$ cat src/rtl/odo_result_to_host.sv
// Queues winning results (seq, nonce, hash) in a small record FIFO and streams
// each record to the host as 32-bit words over a valid/ready handshake.
module odo_result_to_host #(
  parameter int unsigned HASH_WORDS = 2,
  parameter int unsigned DEPTH_LOG2 = 2
) (
  input  logic                  clk_h,
  input  logic                  rst_n,
  input  logic                  ticket2moon,
  input  logic [31:0]           nonce_in,
  input  logic [255:0]          hash_in,
  input  logic                  host_ready_in,
  input  logic                  clr_overflow_in,
  output logic [31:0]           data_to_host_out,
  output logic                  data_valid_out,
  output logic                  last_word_out,
  output logic [DEPTH_LOG2:0]   results_pending_out,
  output logic                  overflow_out
);

  localparam int unsigned NWORDS = 2 + HASH_WORDS;
  localparam int unsigned WW     = $clog2(NWORDS);
  localparam int unsigned DEPTH  = 1 << DEPTH_LOG2;
  localparam int unsigned CW     = DEPTH_LOG2 + 1;
  localparam int unsigned PAY_W  = 32 * (1 + HASH_WORDS);
  localparam int unsigned REC_W  = 8 + PAY_W;
  localparam logic [WW-1:0] LAST_W = WW'(NWORDS - 1);

  typedef enum logic {IDLE, SEND} state_t;

  state_t                  state_q, state_d;
  logic [WW-1:0]           w_q, w_d;
  logic [DEPTH_LOG2-1:0]   rd_ptr_q, rd_ptr_d;
  logic [DEPTH_LOG2-1:0]   wr_ptr_q, wr_ptr_d;
  logic [CW-1:0]           count_q, count_d;
  logic [7:0]              seq_q, seq_d;
  logic                    overflow_q, overflow_d;
  logic [31:0]             data_q, data_d;
  logic                    valid_q, valid_d;
  logic                    last_q, last_d;
  logic [REC_W-1:0]        mem_q [DEPTH];

  logic                    hs, pop, push, drop, full;
  logic [REC_W-1:0]        new_rec, head_rec;
  logic                    unused_hash;

  // Only the top HASH_WORDS words of the hash are forwarded.
  assign unused_hash = ^{hash_in, 1'b0};
  assign new_rec     = {seq_q, nonce_in, hash_in[255 -: 32*HASH_WORDS]};

  // Word w of a record: header, nonce, then hash words MS first.
  function automatic logic [31:0] rec_word(input logic [REC_W-1:0] rec,
                                           input logic [WW-1:0] w);
    logic [31:0] word;
    word = {16'hA55A, rec[REC_W-1 -: 8], 8'(NWORDS)};
    for (int unsigned j = 0; j < 1 + HASH_WORDS; j++) begin
      if (w == WW'(j + 1)) word = rec[PAY_W-1-32*j -: 32];
    end
    return word;
  endfunction

  always_comb begin
    state_d    = state_q;
    w_d        = w_q;
    hs         = (state_q == SEND) && host_ready_in;
    pop        = hs && (w_q == LAST_W);
    full       = (count_q == CW'(DEPTH));
    push       = ticket2moon && (!full || pop);
    drop       = ticket2moon && full && !pop;
    count_d    = count_q + CW'(push) - CW'(pop);
    rd_ptr_d   = rd_ptr_q + DEPTH_LOG2'(pop);
    wr_ptr_d   = wr_ptr_q + DEPTH_LOG2'(push);
    seq_d      = seq_q + 8'(ticket2moon);
    overflow_d = drop | (overflow_q & ~clr_overflow_in);

    case (state_q)
      IDLE: begin
        if (count_q != '0) begin
          state_d = SEND;
          w_d     = '0;
        end
      end
      SEND: begin
        if (hs) begin
          if (pop) begin
            w_d = '0;
            if (count_d == '0) state_d = IDLE;
          end else begin
            w_d = w_q + WW'(1);
          end
        end
      end
      default: state_d = IDLE;
    endcase

    // A record written this edge into an otherwise drained FIFO is forwarded directly.
    head_rec = (push && (wr_ptr_q == rd_ptr_d)) ? new_rec : mem_q[rd_ptr_d];
    valid_d  = (state_d == SEND);
    data_d   = valid_d ? rec_word(head_rec, w_d) : 32'h0;
    last_d   = valid_d && (w_d == LAST_W);
  end

  always_ff @(posedge clk_h) begin
    if (!rst_n) begin
      state_q    <= IDLE;
      w_q        <= '0;
      rd_ptr_q   <= '0;
      wr_ptr_q   <= '0;
      count_q    <= '0;
      seq_q      <= '0;
      overflow_q <= 1'b0;
      data_q     <= '0;
      valid_q    <= 1'b0;
      last_q     <= 1'b0;
    end else begin
      state_q    <= state_d;
      w_q        <= w_d;
      rd_ptr_q   <= rd_ptr_d;
      wr_ptr_q   <= wr_ptr_d;
      count_q    <= count_d;
      seq_q      <= seq_d;
      overflow_q <= overflow_d;
      data_q     <= data_d;
      valid_q    <= valid_d;
      last_q     <= last_d;
      if (push) mem_q[wr_ptr_q] <= new_rec;
    end
  end

  assign data_to_host_out    = data_q;
  assign data_valid_out      = valid_q;
  assign last_word_out       = last_q;
  assign results_pending_out = count_q;
  assign overflow_out        = overflow_q;

endmodule
$ cat config.mk
export PLATFORM = sky130hd
export DESIGN_NAME = odo_result_to_host
export DESIGN_NICKNAME = d
export VERILOG_FILES = /design/src/rtl/odo_result_to_host.sv
export SDC_FILE = /design/constraint.sdc
export NUM_CORES = 1
export LEC_CHECK = 0
export BUFFER_PORTS_ARGS = -buffer_cell sky130_fd_sc_hd__buf_2
export CELL_PAD_IN_SITES_DETAIL_PLACEMENT = 1
export CELL_PAD_IN_SITES_GLOBAL_PLACEMENT = 1
export CORE_UTILIZATION = 40
export DETAILED_ROUTE_END_ITERATION = 6
export HOLD_SLACK_MARGIN = 0.15
export PLACE_DENSITY = 0.67
export SYNTH_ARGS = -nofsm -noshare
export SYNTH_HDL_FRONTEND = slang
export SYNTH_SLANG_ARGS = --single-unit
$ cat constraint.sdc
create_clock -name clk_h -period 10.7 [get_ports clk_h]
set_clock_uncertainty 0.2 [all_clocks]
set_input_delay 0.535 -clock clk_h [delete_from_list [all_inputs] [get_ports clk_h]]
set_output_delay 0.535 -clock clk_h [all_outputs]
set_load 0.05 [all_outputs]
# Yosys cells after proc, flatten, opt, wreduce, memory -nomap -nowiden
# Memories as Yosys holds them, arrays and structs flattened.
# Index checks and enable logic that the tools add are counted.
[word_totals]
mem_count = 1
output_inout_bits = 38
register_bits = 52
mem_bits_rw = 416
in_bits = 293
latchBits = 0
wordCells = 55
mem_bits_ro = 0
[memory_table]
columns = ["name", "words", "width", "read_ports", "rd_ports_with_merged_regs", "write_ports", "line", "rtl"]
rows = [
  ["mem_q", 4, 104, 1, 0, 1, "41", "logic [REC_W-1:0] mem_q [DEPTH];"],
]
[op_classes]
n_eq_ne = 6
n_div = 0
muxes = 16
reduce_logical = 13
n_addsub = 6
shifts = 0
bitwise_logic = 4
n_mul = 0
magnitude_cmp = 0
[ops]
columns = ["op", "n"]
rows = [
  ["104-bit 2-to-1 mux", 1],
  ["32-bit 2-to-1 mux", 3],
  ["8-bit by 1-bit adder with 8-bit output", 1],
  ["1-bit logical AND", 7],
  ["1-bit 2-to-1 mux", 7],
  ["2-bit equality test, second input constant", 3],
  ["2-bit 2-to-1 mux", 3],
  ["2-bit by 1-bit adder with 2-bit output", 2],
  ["2-bit one-hot mux with 2 select lines", 1],
  ["3-bit by 1-bit adder with 3-bit output", 1],
  ["3-bit equality test, second input constant", 1],
  ["3-bit logical NOT", 1],
  ["3-bit nonzero test", 1],
  ["3-bit by 1-bit subtractor with 3-bit output", 1],
  ["2-bit by 1-bit adder with 2-bit output, second input constant", 1],
  ["2-bit by 1-bit equality test with 1-bit output, second input constant", 1],
  ["2-bit equality test", 1],
  ["1-bit logical NOT", 2],
  ["1-bit inverter", 2],
  ["1-bit one-hot mux with 2 select lines", 1],
  ["2-bit AND reduction", 1],
  ["1-bit AND", 1],
  ["1-bit logical OR", 1],
  ["1-bit OR", 1],
]

# Longest topological paths before layout
# Gate-level depths: netlist of run 1.
[depth]
ltp_word = 12
depth_mapped = 16
ltp_nobuf = 15

# Least setup slack after synthesis of run 1
# OpenSTA, ideal clock, no wires.
[synth_path]
kind = "register to register"
start = "register, netlist name data_valid_out"
end = "memory mem_q[2][0] (netlist bit), enable pin"
n_path_buf = 1
setup_ns = 0.695
setup_slack_ns = 1.336
synth_period_minus_slack_ns = 9.364
arrival_time_ns = 8.469
required_time_ns = 9.805
path_stages_with_launch = 7
path_cell_list = "dfxtp_1 > buf_2 > nand3_1 > inv_1 > o21a_1 > nand2_1 > nor3_1"
[synth_rtl]
columns = ["item", "line"]
rows = [
  ["to (decl)", "41"],
]

# Worst setup path after layout of run 1
[layout_path]
start = "register w_q[0]"
end = "register data_q[6], in the netlist data_to_host_out[6]"
[layout_via]
elab_chain_cells = 12
elab_cells_between_ends = 28
cone_classes = "add/sub (4); eq/ne (5); mux (12); reduce/logical (6); memory (1)"
[layout_rtl]
columns = ["item", "line", "rtl"]
rows = [
  ["from (decl)", "32", "logic [WW-1:0] w_q, w_d;"],
  ["from (signal assigned)", "117", "w_q <= w_d;"],
  ["2-bit equality test", "66", "pop = hs && (w_q == LAST_W);"],
  ["1-bit logical AND", "66", ""],
  ["1-bit logical OR", "68", "push = ticket2moon && (!full || pop);"],
  ["1-bit logical AND", "68", ""],
  ["3-bit by 1-bit adder with 3-bit output", "70", "count_d = count_q + CW'(push) - CW'(pop);"],
  ["3-bit by 1-bit subtractor with 3-bit output", "70", ""],
  ["3-bit logical NOT", "87", "if (count_d == '0) state_d = IDLE;"],
  ["1-bit 2-to-1 mux", "87", ""],
  ["1-bit 2-to-1 mux", "85", "if (pop) begin"],
  ["1-bit 2-to-1 mux", "84", "if (hs) begin"],
  ["1-bit one-hot mux with 2 select lines", "76", "case (state_q)"],
  ["2-bit AND reduction (no line)", "-", ""],
  ["to (signal assigned)", "123", "data_q <= data_d;"],
  ["to (decl)", "38", "logic [31:0] data_q, data_d;"],
]
# Several ways; a longest one is shown, not always the timed one.
# A chain may end at the register's enable or synchronous reset.

==> results of run 1 <==
routing by layer:
layer / part of all wire / track usage / up-vias
met5: 0.0010 / 0 / -
met4: 0.018 / 0.0523 / 6
met3: 0.053 / 0.0408 / 62
met2: 0.49 / 0.309 / 224
met1: 0.44 / 0.253 / 5226
li1: - / - / 4408
stage by stage:
stage / hold WS (ps) / std cells
2_1_floorplan: 286 / 951
3_5_place_dp: 343 / 1654
3_3_place_gp: 330 / 1654
5_1_grt: 207 / 1845
4_1_cts: 180 / 1843
6_report: 212 / 1846
worst register-to-register path: stages (launching register included):
cell and delay [ps]:
dfxtp_1 670, ha_1 340, nand3_1 130, inv_1 290
o21a_1 270, inv_1 70, ha_1 290, inv_1 60
ha_1 130, inv_1 50, fa_1 390, xor3_1 250
o311a_1 160, buf_4 330, o211ai_2 520, a21o_1 360
o221ai_1 100
kinds of logic after synthesis:
family / share of synthesized area
xor+xnor: 0.00675
mux: 0.158
simple gates: 0.0311
buf+inv: 0.0205
compound gates: 0.0471
fa+ha+maj: 0.00581
flops: 0.730
flip-flops by register name, summed over array words and instances, names as in the netlist:
signal / cells
wr_ptr_q: 2
results_pending_out: 3
last_word_out: 1
data_valid_out: 1
rd_ptr_q: 2
seq_q: 8
w_q: 2
mem_q: 416
overflow_out: 1
data_to_host_out: 32
final timing paths:
kind                            startpoint             endpoint  cells past startpoint
worst max register to register      w_q[0]  data_to_host_out[6]                     16
worst max-delay path                w_q[0]  data_to_host_out[6]                     16
worst min register to register    seq_q[0]         mem_q[3][96]                      0
worst min-delay path                 rst_n             seq_q[6]                      2
cells in the final DEF, fill, tap and decap left out, drive strengths merged, types with 2 or more instances in the layout:
cell type and n:
a21oi 16, edfxtp 416, a311oi 8, buf 157
nor3 3, mux4 104, a31oi 2, nand3 7
nor2 3, xor2 3, a2111oi 8, ha 7
o31a 8, inv 19, nor4bb 2, a21o 15
and3b 2, clkbuf 75, and2 17, mux2 10
nand2 81, bufinv 3, a211o 2, a221oi 9
clkinv 12, o221ai 15, dfxtp 52, diode 3
o21ai 10, a211oi 10, dlygate4sd3 97, mux2i 48
xnor2 6
report_power, final:
part / leakage, nW / internal (mW) / switching, mW
Clock: 0.779 / 0.983 / 0.700
Combinational: 2.67 / 0.213 / 0.428
Sequential: 4.21 / 2.12 / 0.0427
cell type report:
type                       instances  area, um2
antenna                            3       7.51
multi-input combinational        412       4680
fill                            4216      23100
clock buffer                      75       1410
timing repair buffer             254       1800
clock inverter                    17        189
sequential                       468      13500
inverter                          17       63.8
tap                              600        751
what timing repair did:
item                                   CTS  global route
buffers inserted                         0             0
endpoints found under the hold margin  395             0
hold buffers                            97             0
==> summary.txt, run 1 <==
Drt
  • Drt pass-1 iters: 4
  • Iter 0 DRT Violations: 526
  • Post-route DRC: 0
  • Antenna Nets Post-Route: 0
  • Final WL: 43.7 mm
  • Avg Vias per Cell: 5.38
  • Routed WL per cell: 23.7 um
  • DR vias: 9,926

Synth
  • Post-synthesis cell area: 18,500 um2
  • Register area share after synthesis: 0.730
  • Yosys reg bits: 468
  • Synth Instances: 951
  • Top-count cell post-synth: edfxtp_1
  • Synth Flop Type: edfxtp_1
  • Post-synth ARST share: 0
  • Top cells by area, synth: edfxtp_1 (67%), mux4_2 (13%), dfxtp_1 (5.6%)
  • Synth area leader: edfxtp_1
  • Post-synth EDFFs: 416
  • Syn nets: 1,252
  • Mean Syn Cell Area: 19.5 um2
  • Unique masters post-synth: 53
  • Top cell type's share of synthesized area: 0.674
  • Synth cell count leaders: edfxtp_1 (416), mux4_2 (104), nand2_1 (80), dfxtp_1 (52), mux2i_1 (48)
  • Synth Warn #: 0

Floorplanning
  • Die H: 217 um
  • Die X: 217 um
  • Top Ports: 331
  • Core ar.: 45,600 um2
  • Die area: 47,200 um2
  • Initial core utilization: 0.407
  • Row cnt: 78

Setup path
  • Worst EP required: 10,980 ps
  • Crit path cell chain: ha_1, nand3_1, inv_1, o21a_1, inv_1, ha_1, inv_1, ha_1, inv_1, fa_1, xor3_1, o311a_1, buf_4, o211ai_2, a21o_1, o221ai_1
  • Critical Path AT: 4980 ps
  • Slowest cell on crit path: dfxtp_1
  • Bufs and invs on worst path: 5
  • CP Capture Type: flip-flop
  • R2R Setup Slk: 6010 ps
  • CP most frequent cell: inv_1
  • CP max stage delay: 670 ps
  • Startpoint Class: flip-flop
  • Critical path's top delay family: compound AO/OA/AOI/OAI gates
  • CP Class: reg2reg
  • Worst-path fanout max: 21

Timing
  • Final setup margin: 6010 ps
  • Period Utilization, post-route: 0.439
  • Fmax: 0.213 GHz
  • Final setup violation count: 0
  • Slew HR: 0.280
  • Minimum clock period after layout: 4690 ps
  • RSZ-0062 raised after global routing: no
  • Final hold violations: 0
  • Setup TNS: 0 ps
  • Max-slew violation count: 0
  • Worst Max-Slew Pin Slew: 1080 ps

Placement
  • Final Wtd Congestion: 0.723
  • Placed inst area: 19,900 um2
  • Pre-CTS setup slack: 5980 ps
  • IO Port Bufs: 138
  • Hpwl dp: 24.8 mm

Clock network
  • Clk pin slew, worst setup/hold paths: 60 ps
  • CTS Buf Count: 50
  • CTS Sinks: 468
  • Post-CTS sizing: 0
  • Clk_lat worst skew: 590 ps
  • Clk buf depth: 3
  • Root Buffer: clkbuf_16
  • H-tree depth: 2
  • TritonCTS clock tree: built

Finish
  • Proportion of layout cells with a drive suffix above 1: 0.281
  • Post-route cell area: 22,400 um2
  • Area delta synth->final: 21.1%
  • Final core occ: 0.492
  • Nets@finish: 1,504

Power and ir drop
  • Pwr Total: 4.48 mW
  • Peak supply drop: 0.132 mV
  • LEAKAGE: 7.66 nW
  • PD cells: 200 nW/um2

Job
  • Max_cap viols: 0

Global routing
  • Pin count of the biggest net entering global routing: 57
  • First-pass GRT wire length: 66.2 mm
  • Initial antenna violation count: 6
  • GRT Overall Usage: 0.188
  • Remaining Overflow, GRT: 0
  • Vias in the first global route: 10,892

Min path
  • HP Class: in2reg

Outcome
  • Run status: finished, final reports clean
No activity file was read; power rests on OpenSTA's default activity.
==> inputs of run 2 (changes only) <==
clock period = 4.5 ns   (was 10.7 ns; I/O delays follow)
==> run 2 against run 1 <==
Effect of this change: worst hold slack worse by 8.0 ps; power is 140% higher; highest routed layer unchanged; critical path depth is 2 lower; sequential cell count stayed put; routed wire length hardly changed; die area stayed put; register-to-register slack worse by 5600 ps.
==> summary.txt, run 2 (synthesis results as in run 1) <==
Outcome
  • Run status: finished, final reports clean

Global routing
  • Initial antenna violation count: 3 (-3)
  • Pin count of the biggest net entering global routing: 71 (+25%)
  • Remaining Overflow, GRT: 0 (unchanged)
  • GRT Overall Usage: 0.189 (+0.000826)
  • Met3 Use GR: 0.0387 (-0.00210)
  • First-pass GRT wire length: 66.8 mm (+0.86%)
  • Vias in the first global route: 10,975 (+0.76%)
  • M2 GR Usage: 0.307 (-0.00202)
  • Most crowded layer after global routing: met2
  • Met1 GRT Util: 0.258 (+0.00430)

Floorplanning
  • Row cnt: 78 (unchanged)
  • Die area: 47,200 um2 (unchanged)
  • Die X: 217 um (unchanged)
  • Top Ports: 331 (unchanged)
  • Core ar.: 45,600 um2 (unchanged)
  • Initial core utilization: 0.407 (unchanged)
  • Die H: 217 um (unchanged)

Setup path
  • R2R Setup Slk: 440 ps (-5570 ps)
  • CP Capture Type: flip-flop
  • CP Class: reg2reg
  • Worst EP required: 4770 ps (-6210 ps)
  • Worst-path fanout max: 15 (-29%)
  • Critical Path AT: 4340 ps (-640 ps)
  • Startpoint Class: flip-flop

Clock network
  • TritonCTS clock tree: built
  • CTS Sinks: 468 (unchanged)
  • Clk buf depth: 3 (unchanged)
  • Clk pin slew, worst setup/hold paths: 60 ps (about the same)
  • Clk_lat worst skew: 590 ps (about the same)
  • H-tree depth: 2 (unchanged)
  • Root Buffer: clkbuf_16
  • CTS Buf Count: 49 (-2.0%)

Placement
  • IO Port Bufs: 138 (unchanged)
  • Hpwl dp: 24.7 mm (-0.30%)
  • DP Cell Count: 1,658 (+0.24%)
  • Final Wtd Congestion: 0.712 (-1.5%)
  • Placed inst area: 20,000 um2 (+0.76%)
  • Pre-CTS setup slack: 381 ps (-5600 ps)

Power and ir drop
  • Switching share of power: 0.263 (+0.00141)
  • PD cells: 470 nW/um2 (+140%)
  • Flop pwr share: 0.483 (+0.002)
  • Comb pwr share: 0.147 (+0.004)
  • Clock power share: 0.369 (-0.006)
  • Psw: 2.79 mW (+140%)
  • Peak supply drop: 0.343 mV (+160%)
  • LEAKAGE: 7.71 nW (+0.58%)
  • Pint: 7.83 mW (+140%)

Timing
  • Minimum clock period after layout: 4060 ps (-633 ps)
  • RSZ-0062 raised after global routing: no
  • Hold WS: 204 ps (-7.97 ps)
  • Final setup violation count: 0 (unchanged)
  • Period Utilization, post-route: 0.903 (+0.464)
  • Worst Max-Slew Pin Slew: 1070 ps (-2.40 ps)
  • Max-slew violation count: 0 (unchanged)
  • Fmax: 0.246 GHz (+16%)
  • Final hold violations: 0 (unchanged)
  • Slew HR: 0.281 (+0.00160)
  • Final setup margin: 438 ps (-5570 ps)

Finish
  • FILL cells: 4,246 (+0.71%)
  • Nets@finish: 1,511 (+0.47%)
  • Top reg by flops: mem_q
  • Final core occ: 0.495 (+0.00332)
  • Commonest non-fill, non-tap cells in the layout: edfxtp_1 (416), buf_2 (138), mux4_2 (104), dlygate4sd3_1 (101), nand2_1 (80)
  • Area delta synth->final: 21.9%
  • Commonest non-fill, non-tap cell in the layout: edfxtp_1
  • Post-route cell area: 22,600 um2 (+0.67%)
  • Max FFs per register: 416 (unchanged)
  • Proportion of layout cells with a drive suffix above 1: 0.282 (+0.000828)
  • Fin cells: 1,852 (+0.33%)

Drt
  • Post-route DRC: 0 (unchanged)
  • Antenna Nets Post-Route: 0 (unchanged)
  • Avg Vias per Cell: 5.38 (about the same)
  • Final WL: 43.6 mm (about the same)
  • Drt pass-1 iters: 4 (unchanged)
  • Routed WL per cell: 23.6 um (-0.41%)
  • Iter 0 DRT Violations: 616 (+17%)
  • DR vias: 9,965 (+0.39%)

Min path
  • HP Class: in2reg

Job
  • Max_cap viols: 0 (unchanged)
-- run 2: changes by cell type in the layout (fill, tap and decap cells not counted), moves of 2 or more --
cell | previous run | this run
clkbuf_1 | 19 | 22
clkinv_2 | 6 | 4
nor3_2 | 2 | 0
buf_12 | 0 | 8
buf_4 | 19 | 15
dlygate4sd3_1 | 97 | 101
nor3_4 | 0 | 2
-- run 2: final cells by class --
| type | count | area [um2] | area share |
|---|---|---|---|
| repair buffers | 262 | 1970 | 0.0874 |
| inverters | 17 | 63.8 | 0.00283 |
| flip-flops and latches | 468 | 13500 | 0.599 |
| diodes | 2 | 5.00 | 0.000222 |
| clock buffers | 77 | 1400 | 0.0621 |
| multi-input cells | 412 | 4700 | 0.208 |
| clock inverters | 14 | 155 | 0.00687 |
| well taps | 600 | 751 | 0.0332 |
-- run 2: worst paths after layout --
path | from | endpoint | depth (start not counted)
max | w_q[1] | data_to_host_out[4] | 14
min | hash_in[224] | mem_q[1][32] | 2
max reg2reg | w_q[1] | data_to_host_out[4] | 14
min reg2reg | seq_q[0] | mem_q[3][96] | 0
-- run 2: stage by stage --
stage | total power [mW] | TNS, ps
finish | 10.6 | 0
global route | 11.0 | 0
CTS | 10.7 | 0
detailed placement | 6.72 | 0
global placement | 6.69 | 0
floorplan | 6.22 | -36020
-- run 2: timing repair --
action                                  4_1_cts  5_1_grt
hold buffers                                101        0
resized for setup                             0        0
endpoints found under the setup margin        0        0
endpoints found under the hold margin       434        0
buffers inserted                              0        0
-- run 2: worst max-delay path, cell delays in order, from the launching register on --
cell      delay (ps)
dfxtp_1          390
ha_1             250
nand3_1          130
inv_1            270
o21a_1           270
inv_1             70
ha_1             290
inv_1             60
ha_1             130
inv_1             50
fa_1             400
xor3_1           240
o311a_1          290
nand3_2          480
o221ai_1         440
-- run 2: power groups by stage --
stage	Clock, mW	Sequential (mW)	Combinational, mW
after floorplan	0	5.46	0.759
after global placement	0	5.21	1.48
after detailed placement	0	5.22	1.50
after CTS	4.02	5.13	1.58
after global routing	4.17	5.15	1.68
final	3.92	5.13	1.56
-- run 2: layer usage --
metal	share of wire	up-vias
li1	-	4419
met1	0.44	5229
met2	0.48	244
met3	0.051	71
met4	0.025	2
met5	0.00018	-
